**config.mk**
```make
export PLATFORM = sky130hd
export DESIGN_NAME = mem_port_arbiter_flat
export DESIGN_NICKNAME = d
export VERILOG_FILES = /design/src/rtl/mem_port_arbiter_if.sv /design/src/rtl/mem_port_arbiter.sv /design/src/flat_wrapper.sv
export SDC_FILE = /design/constraint.sdc
export NUM_CORES = 1
export LEC_CHECK = 0
export ABC_CLOCK_PERIOD_IN_PS = 1700
export CORE_MARGIN = 2
export CORE_UTILIZATION = 50
export DETAILED_ROUTE_END_ITERATION = 12
export DONT_BUFFER_PORTS = 1
export PLACE_DENSITY = 0.68
export RECOVER_POWER = 100
export SKIP_LAST_GASP = 1
export SLEW_MARGIN = 20
export SYNTH_ARGS = -nofsm -noshare
export SYNTH_HDL_FRONTEND = slang
export SYNTH_SLANG_ARGS = --single-unit
```
**constraint.sdc**
```tcl
create_clock -name clk -period 1.7 [get_ports clk]
set_input_delay 0.085 -clock clk [delete_from_list [all_inputs] [get_ports clk]]
set_output_delay 0.085 -clock clk [all_outputs]
set_load 0.01 [all_outputs]
```
**src/rtl/mem_port_arbiter_if.sv**
```systemverilog
// mem_port_arbiter_if: bundles the fetch port, the load/store port and the
// memory-side strobes shared by the arbiter. The slave modport is the arbiter's
// view; the master modport is the view of the surrounding cpu and memory.
interface mem_port_arbiter_if #(
    parameter int ADDR_W = 32,
    parameter int DATA_W = 32
);
    logic              i_req;
    logic [ADDR_W-1:0] i_addr;
    logic [DATA_W-1:0] i_rdata;
    logic              i_ack;

    logic              d_req;
    logic              d_wr;
    logic [ADDR_W-1:0] d_addr;
    logic [DATA_W-1:0] d_wdata;
    logic [DATA_W-1:0] d_rdata;
    logic              d_ack;

    logic [ADDR_W-1:0] m_addr;
    logic [DATA_W-1:0] m_wdata;
    logic              m_rd;
    logic              m_wr;
    logic [DATA_W-1:0] m_rdata;

    modport slave (
        input  i_req, i_addr, d_req, d_wr, d_addr, d_wdata, m_rdata,
        output i_rdata, i_ack, d_rdata, d_ack, m_addr, m_wdata, m_rd, m_wr
    );

    modport master (
        output i_req, i_addr, d_req, d_wr, d_addr, d_wdata, m_rdata,
        input  i_rdata, i_ack, d_rdata, d_ack, m_addr, m_wdata, m_rd, m_wr
    );
endinterface

```
**src/rtl/mem_port_arbiter.sv**
```systemverilog
// mem_port_arbiter: shares one single-ported memory between the instruction
// fetch port and the load/store port. Every access runs IDLE -> ACCESS -> DONE,
// holding the memory strobe for MEM_LATENCY cycles (legal range 1..15) and then
// returning a one-cycle ack with registered read data to the granted port.
// Optional build macro ARB_ROUND_ROBIN_EN: on a simultaneous request the port
// not granted last wins; without it the data port always wins.
module mem_port_arbiter #(
    parameter int ADDR_W      = 32,
    parameter int DATA_W      = 32,
    parameter int MEM_LATENCY = 1
) (
    input  logic               clk,
    input  logic               reset_n,
    mem_port_arbiter_if.slave  bus,
    output logic               busy
);
    localparam logic [1:0] ST_IDLE   = 2'd0;
    localparam logic [1:0] ST_ACCESS = 2'd1;
    localparam logic [1:0] ST_DONE   = 2'd2;

    localparam logic [3:0] CNT_LOAD  = 4'(MEM_LATENCY - 1);

    logic [1:0]        state;
    logic [3:0]        cnt;
    logic              grant_d;
    logic              acc_wr;
    logic [DATA_W-1:0] rdata_q;

    logic              any_req;
    logic              pick_d;
    logic [ADDR_W-1:0] sel_addr;

`ifdef ARB_ROUND_ROBIN_EN
    logic              last_d;

    // Winner selection: alternate on contention, a lone requester always wins
    always_comb begin
        pick_d = bus.d_req;
        if (bus.d_req && bus.i_req) begin
            pick_d = !last_d;
        end
    end

    // Remember which port received the most recent grant (fetch after reset)
    always_ff @(posedge clk or negedge reset_n) begin
        if (!reset_n) begin
            last_d <= 1'b0;
        end else if (state == ST_IDLE && any_req) begin
            last_d <= pick_d;
        end
    end
`else
    // Winner selection: data port always beats the fetch port
    always_comb begin
        pick_d = bus.d_req;
    end
`endif

    // Request presence and the address of whichever port is about to be granted
    always_comb begin
        any_req  = bus.i_req || bus.d_req;
        sel_addr = pick_d ? bus.d_addr : bus.i_addr;
    end

    // Access sequencer: latch the winner, hold the strobe, capture data, ack once
    always_ff @(posedge clk or negedge reset_n) begin
        if (!reset_n) begin
            state       <= ST_IDLE;
            cnt         <= 4'd0;
            grant_d     <= 1'b0;
            acc_wr      <= 1'b0;
            rdata_q     <= '0;
            busy        <= 1'b0;
            bus.m_addr  <= '0;
            bus.m_wdata <= '0;
            bus.m_rd    <= 1'b0;
            bus.m_wr    <= 1'b0;
            bus.i_ack   <= 1'b0;
            bus.d_ack   <= 1'b0;
            bus.i_rdata <= '0;
            bus.d_rdata <= '0;
        end else begin
            bus.i_ack <= 1'b0;
            bus.d_ack <= 1'b0;
            case (state)
                ST_IDLE: begin
                    if (any_req) begin
                        state       <= ST_ACCESS;
                        cnt         <= CNT_LOAD;
                        grant_d     <= pick_d;
                        acc_wr      <= pick_d && bus.d_wr;
                        bus.m_addr  <= sel_addr;
                        bus.m_wdata <= pick_d ? bus.d_wdata : '0;
                        bus.m_rd    <= !(pick_d && bus.d_wr);
                        bus.m_wr    <= pick_d && bus.d_wr;
                        busy        <= 1'b1;
                    end
                end
                ST_ACCESS: begin
                    if (cnt == 4'd0) begin
                        if (!acc_wr) begin
                            rdata_q <= bus.m_rdata;
                        end
                        bus.m_rd <= 1'b0;
                        bus.m_wr <= 1'b0;
                        state    <= ST_DONE;
                    end else begin
                        cnt <= cnt - 4'd1;
                    end
                end
                ST_DONE: begin
                    state <= ST_IDLE;
                    busy  <= 1'b0;
                    if (grant_d) begin
                        bus.d_ack <= 1'b1;
                        if (!acc_wr) begin
                            bus.d_rdata <= rdata_q;
                        end
                    end else begin
                        bus.i_ack   <= 1'b1;
                        bus.i_rdata <= rdata_q;
                    end
                end
                default: begin
                    state    <= ST_IDLE;
                    busy     <= 1'b0;
                    bus.m_rd <= 1'b0;
                    bus.m_wr <= 1'b0;
                end
            endcase
        end
    end
endmodule
```
**src/flat_wrapper.sv**
```systemverilog
// flat-port wrapper written by rule: the top's interface ports become plain ports
module mem_port_arbiter_flat 
#(
    parameter int ADDR_W      = 32,
    parameter int DATA_W      = 32,
    parameter int MEM_LATENCY = 1
)
  (clk, reset_n, busy, bus_i_req, bus_i_addr, bus_d_req, bus_d_wr, bus_d_addr, bus_d_wdata, bus_m_rdata, bus_i_rdata, bus_i_ack, bus_d_rdata, bus_d_ack, bus_m_addr, bus_m_wdata, bus_m_rd, bus_m_wr);
  mem_port_arbiter_if #(.ADDR_W(ADDR_W), .DATA_W(DATA_W)) bus_i ();
  input  logic clk;
  input  logic reset_n;
  output logic busy;
  input wire logic [$bits(bus_i.i_req)-1:0] bus_i_req;
  input wire logic [$bits(bus_i.i_addr)-1:0] bus_i_addr;
  input wire logic [$bits(bus_i.d_req)-1:0] bus_d_req;
  input wire logic [$bits(bus_i.d_wr)-1:0] bus_d_wr;
  input wire logic [$bits(bus_i.d_addr)-1:0] bus_d_addr;
  input wire logic [$bits(bus_i.d_wdata)-1:0] bus_d_wdata;
  input wire logic [$bits(bus_i.m_rdata)-1:0] bus_m_rdata;
  output wire logic [$bits(bus_i.i_rdata)-1:0] bus_i_rdata;
  output wire logic [$bits(bus_i.i_ack)-1:0] bus_i_ack;
  output wire logic [$bits(bus_i.d_rdata)-1:0] bus_d_rdata;
  output wire logic [$bits(bus_i.d_ack)-1:0] bus_d_ack;
  output wire logic [$bits(bus_i.m_addr)-1:0] bus_m_addr;
  output wire logic [$bits(bus_i.m_wdata)-1:0] bus_m_wdata;
  output wire logic [$bits(bus_i.m_rd)-1:0] bus_m_rd;
  output wire logic [$bits(bus_i.m_wr)-1:0] bus_m_wr;
  assign bus_i.i_req = bus_i_req;
  assign bus_i.i_addr = bus_i_addr;
  assign bus_i.d_req = bus_d_req;
  assign bus_i.d_wr = bus_d_wr;
  assign bus_i.d_addr = bus_d_addr;
  assign bus_i.d_wdata = bus_d_wdata;
  assign bus_i.m_rdata = bus_m_rdata;
  assign bus_i_rdata = bus_i.i_rdata;
  assign bus_i_ack = bus_i.i_ack;
  assign bus_d_rdata = bus_i.d_rdata;
  assign bus_d_ack = bus_i.d_ack;
  assign bus_m_addr = bus_i.m_addr;
  assign bus_m_wdata = bus_i.m_wdata;
  assign bus_m_rd = bus_i.m_rd;
  assign bus_m_wr = bus_i.m_wr;
  mem_port_arbiter #(.ADDR_W(ADDR_W), .DATA_W(DATA_W), .MEM_LATENCY(MEM_LATENCY)) u_core (.clk(clk), .reset_n(reset_n), .bus(bus_i), .busy(busy));
endmodule
```
==> metrics.md, run 1 <==
| Metric | Value |
|---|---|
| Simple-gate area share of the yosys netlist | 0.0167 |
| Number of synthesized flops with an enable pin | 0 |
| Final estimated routing congestion in global placement | just under 0.8 |
| Mapped Cells | about 430 |
| Clock Sinks | roughly 170 |
| CTS H-tree lvls | 4 |
| Mapped Area | 6960 sq um |
| Status | stopped before the end |
| Starting density of the core | 0.508 |
| Failed at | 4_1_cts |
| Port-buffer cells | 0 |
| Number of distinct library cells after synthesis | 36 |
| Mapped Nets | ~570 |
| # IOs | roughly 270 |
| Largest family of logic cells by synthesized area | multiplexers |
| DP HPWL | 9470 um |
| CTS max path bufs | 2 |
| Die width | 122 um |
| First Err | [ERROR RSZ-0060] Max buffer count reached. |
| CTS Root Cell | clkbuf_16 |
| Mean Syn Cell Area | 16.1 sq um |
| Asr flop ratio synth | 1.00 |
| Yosys warns | 0 |
| Post-Synth Adder-Cell Area | 0.00359 |
| Post-Synth XOR/XNOR Area | 0.00126 |
| Post-synthesis register bit count | 173 |
| CTS Hold Bufs | 129 |
| Sequential-to-total area share from yosys stat | 0.622 |
| Die height | 122 um |
| Mux contribution to synthesized area | 0.276 |
| Primary FF master, synth | dfrtp_1 |
| Compound-Gate Fraction of Synth Area | 0.0544 |
| FP Rows | 43 |
| Post-CTS Setup Bufs | 1 |
| PostCTS Resize Cnt | 4 |
| TritonCTS Buffers | 17 |
==> through the flow <==
stage	cells	TNS (ns)	instance area, sq um	util	worst slack (ns)
floorplan	432	-3.56	6970	-	-0.119
detailed placement	603	-6.20	7250	0.528	-0.210
global placement	603	-5.21	7250	0.528	-0.173
==> cell families after synthesis <==
group | count (synthesis)
AOI/OAI and AO/OA | 46
xor gates and xnor gates | 1
adders and majority gates | 2
buffers and inverters | 31
DFF | 173
muxes | 161
and+or+nand+nor | 18
==> synth_stat cells (2+ instances only) <==
cell / count / area [sq um]
nand2b_1: 2 / 12.5
ha_1: 2 / 25.0
dfrtp_1: 173 / 4330
buf_1: 2 / 7.51
mux2_2: 128 / 1440
buf_2: 3 / 15.0
nor2b_1: 2 / 12.5
nor2_1: 2 / 7.51
a22o_1: 34 / 298
buf_12: 3 / 60.1
nor3_1: 2 / 10.0
and2_1: 2 / 12.5
mux2_4: 30 / 450
mux2_1: 2 / 22.5
o21ai_0: 4 / 20.0
clkbuf_1: 17 / 63.8
o22ai_1: 2 / 12.5
inv_1: 4 / 15.0
==> run 2, diff against run 1 <==
- ABC_CLOCK_PERIOD_IN_PS: 1700 -> 2200
- CORE_UTILIZATION: 50 -> 35
- PLACE_DENSITY: 0.68 -> unset
- PLACE_DENSITY_LB_ADDON: unset -> 0.15
- clock period: 1.7 -> 2.2 ns (I/O delays scaled with it)
==> run 2 against run 1 <==
Compared with the run above:
- the flow now finishes, with violations (hold timing)
- synthesized cell count did not move
- synthesized area did not move
==> metrics.md, run 2 <==
| Metric | Value |
|---|---|
| Worst Clk Skew | 0.0147 ns |
| Asr flop ratio synth | 1.00 (unchanged) |
| RSZ-0062 raised after global routing | no |
| CTS tree | yes |
| Actual slew at the worst max-slew pin | 0.862 ns |
| Most common cell after layout, fill and taps aside | dfrtp_1 |
| Area Overhead vs Synth | 30.1% |
| Crit Reg-Reg Endpoint | u_core.bus.d_rdata[21]$_DFFE_PN0P_ |
| Starting density of the core | 0.358 (was 0.508) |
| Total Routing Usage GR | 0.155 |
| Final estimated routing congestion in global placement | 0.730 (was 0.768) |
| Drt wl/cell | roughly 19 um |
| CP max stage cell | buf_2 |
| Final Setup Violations | 0 |
| Hold Slack | -0.625 ns |
| Mapped Nets | 567 (unchanged) |
| Top cell type's share of synthesized area | 0.622 (unchanged) |
| Number of synthesized flops with an enable pin | 0 (unchanged) |
| CP Data Arrival Time | 2.32 ns |
| Worst setup EP type | register |
| R2R Path Start | u_core.state[0]$_DFFE_PN0P_ |
| CTS max path bufs | 2 (unchanged) |
| Post-DP Area | 7260 sq um (was 7250 sq um) |
| Final-report hold violation count | 173 |
| Number of distinct library cells after synthesis | 36 (unchanged) |
| # IOs | 266 (unchanged) |
| Failing checks | hold timing |
| Total number of vias | 4104 |
| Post-synthesis register bit count | 173 (unchanged) |
| Relative slew slack | 0.423 |
| TritonCTS Buffers | 17 (unchanged) |
| Critical Path Source | u_core.state[0]$_DFFE_PN0P_ |
| Crit share post-route | 0.916 |
| Yosys warns | 0 (unchanged) |
| M1 WL | about 6300 um |
| Antenna viol nets, final | 0 |
| N_diodes | 0 |
| PostCTS Resize Cnt | 0 (was 4) |
| Met2 routed WL | 8260 um |
| Clock transition at path regs | 0.07 ns |
| Placed insts | 680 (was 603) |
| Port-buffer cells | 0 (unchanged) |
| DIE AREA | 21000 sq um |
| FP Rows | 51 (was 43) |
| DP HPWL | 10200 um (was 9470 um) |
| Worst VDD drop | just over 0.5 mV |
| Minimum clock period | 2.02 ns |
| Final instance area | 9060 sq um |
| Fill cells | 1722 |
| Primary FF master, synth | dfrtp_1 (unchanged) |
| Pre-CTS setup slack | 0.206 ns (was -0.210 ns) |
| Met3 WL | 1250 um |
| Initial antenna violation count | 0 |
| Ratio of cells with drive above 1 in the final layout | 0.302 |
| Commonest non-fill, non-tap cells in the layout | dfrtp_1, dlygate4sd3_1, mux2_2, a22o_1, mux2_1 |
| Commonest cells in the netlist | dfrtp_1, mux2_2, a22o_1 (unchanged) |
| CP Class | register to register |
| P_leak | 0.00395 uW |
| Wirelength, routed | 16000 um |
| Clock Sinks | 173 (unchanged) |
| Vias per cell | just under 5 |
| First-pass GRT wire length | 25700 um |
| Register-to-Register Setup Slack | 0.18 ns |
| Vias in the first global route | 4659 |
| Max FO, Critical Path | 22 |
| Total stage count of the critical path | 5 |
| Final nets | 700 |
| CP Buf/Inv Count | 2 |
| Worst setup endpoint | u_core.bus.d_rdata[21]$_DFFE_PN0P_ |
| FF+latch area | 4330 sq um |
| Count leader, synth | dfrtp_1 (unchanged) |
| Die width | 145 um (was 122 um) |
| Multi-input logic area | 2360 sq um |
| Largest net degree at the start of global routing | between 150 and 200 |
| Max_cap viols | 0 |
| Setup TNS | 0 ns |
| Req. time, crit path | roughly 2.5 ns |
| Initial DRC count | 91 |
| Startpoint Class | register |
| Delay-heaviest family, CP | buffers and inverters |
| Status | finished with violations (was stopped before the end) |
| Setup WS post-layout | approximately 0.18 ns |
| Post-route DRC | 0 |
| Reg2Reg Depth | 5 |
| Final Slew Violations | 0 |
| Worst-path cell chain | clkbuf_1 > and3b_1 > nor2b_1 > buf_2 > mux2_2 |
| Power per cell area | 1350 nW/um^2 |
| Sequential-to-total area share from yosys stat | 0.622 (unchanged) |
| Worst min-delay path class | input pin to async pin |
| Max Clk Rate | 0.496 GHz |
| DR top layer | met4 |
| Mapped Area | 6960 sq um (unchanged) |
| Synth area leaders | dfrtp_1, mux2_2, mux2_4, a22o_1, clkbuf_1 (unchanged) |
| Post-CTS Setup Bufs | 0 (was 1) |
| CTS Hold Bufs | 131 (was 129) |
| Grt ovf | 0 |
| Core ar. | between 15000 and 20000 sq um |
| Drt first pass iters | 4 |
| CTS Root Cell | clkbuf_16 (unchanged) |
| Mapped Cells | 432 (unchanged) |
| Post-Layout Cell Count | 842 |
| Die height | 145 um (was 122 um) |
| Mean Syn Cell Area | 16.1 sq um (unchanged) |
| Dominant cell type by area after synthesis | dfrtp_1 (unchanged) |
| Clock Latency Late Sink | 0.42 ns |
| CP max stage delay | 0.51 ns |
| CTS H-tree lvls | 4 (unchanged) |
-- run 2: cell counts after synthesis --
Identical to the previous run, type by type.
-- run 2: cells by family (layout without fill, tap and decap cells) --
family	count (synthesis)	count (layout)	share of synthesized area
AOI/OAI and AO/OA	46	46	0.0544
xor gates and xnor gates	1	1	0.00126
adders and majority gates	2	2	0.00359
buffers and inverters	31	176	0.0259
DFF	173	173	0.622
muxes	161	161	0.276
and+or+nand+nor	18	18	0.0167
-- run 2: worst min-delay path by stage --
stage,from,endpoint,cells past startpoint
finish,reset_n,u_core.bus.i_rdata[8]$_DFFE_PN0P_,0
global route,reset_n,u_core.bus.i_rdata[10]$_DFFE_PN0P_,0
CTS,reset_n,u_core.bus.d_rdata[8]$_DFFE_PN0P_,0
detailed placement,reset_n,u_core.rdata_q[10]$_DFFE_PN0P_,0
global placement,reset_n,u_core.bus.d_rdata[8]$_DFFE_PN0P_,0
floorplan,reset_n,u_core.acc_wr$_DFFE_PN0P_,0
-- run 2: layer usage --
metal / up-vias / GRT usage
li1: 1830 / -
met1: 2085 / 0.178
met2: 175 / 0.269
met3: 14 / 0.0525
met4: 0 / 0.0604
met5: - / 0
-- run 2: metrics by stage --
step	power, uW	util	hold slack [ns]
after global routing	13000	0.466	-0.658
after global placement	9140	0.373	-0.182
after floorplan	8490	-	-0.186
final	12300	0.466	-0.625
after detailed placement	9290	0.373	-0.182
after CTS	12800	0.473	-0.650
-- run 2: cell type report --
class                   instances  share of cell area
multi-input cells             228               0.260
flip-flops and latches        173               0.478
inverters                       4             0.00166
repair buffers                141               0.154
clock buffers                  17              0.0469
well taps                     265              0.0366
clock inverters                14              0.0228
-- run 2: power breakdown --
group          internal, uW  switching, uW
registers              4670           1650
logic                  1700           1030
clock network          1920           1300
No activity file was read; power rests on OpenSTA's default activity.
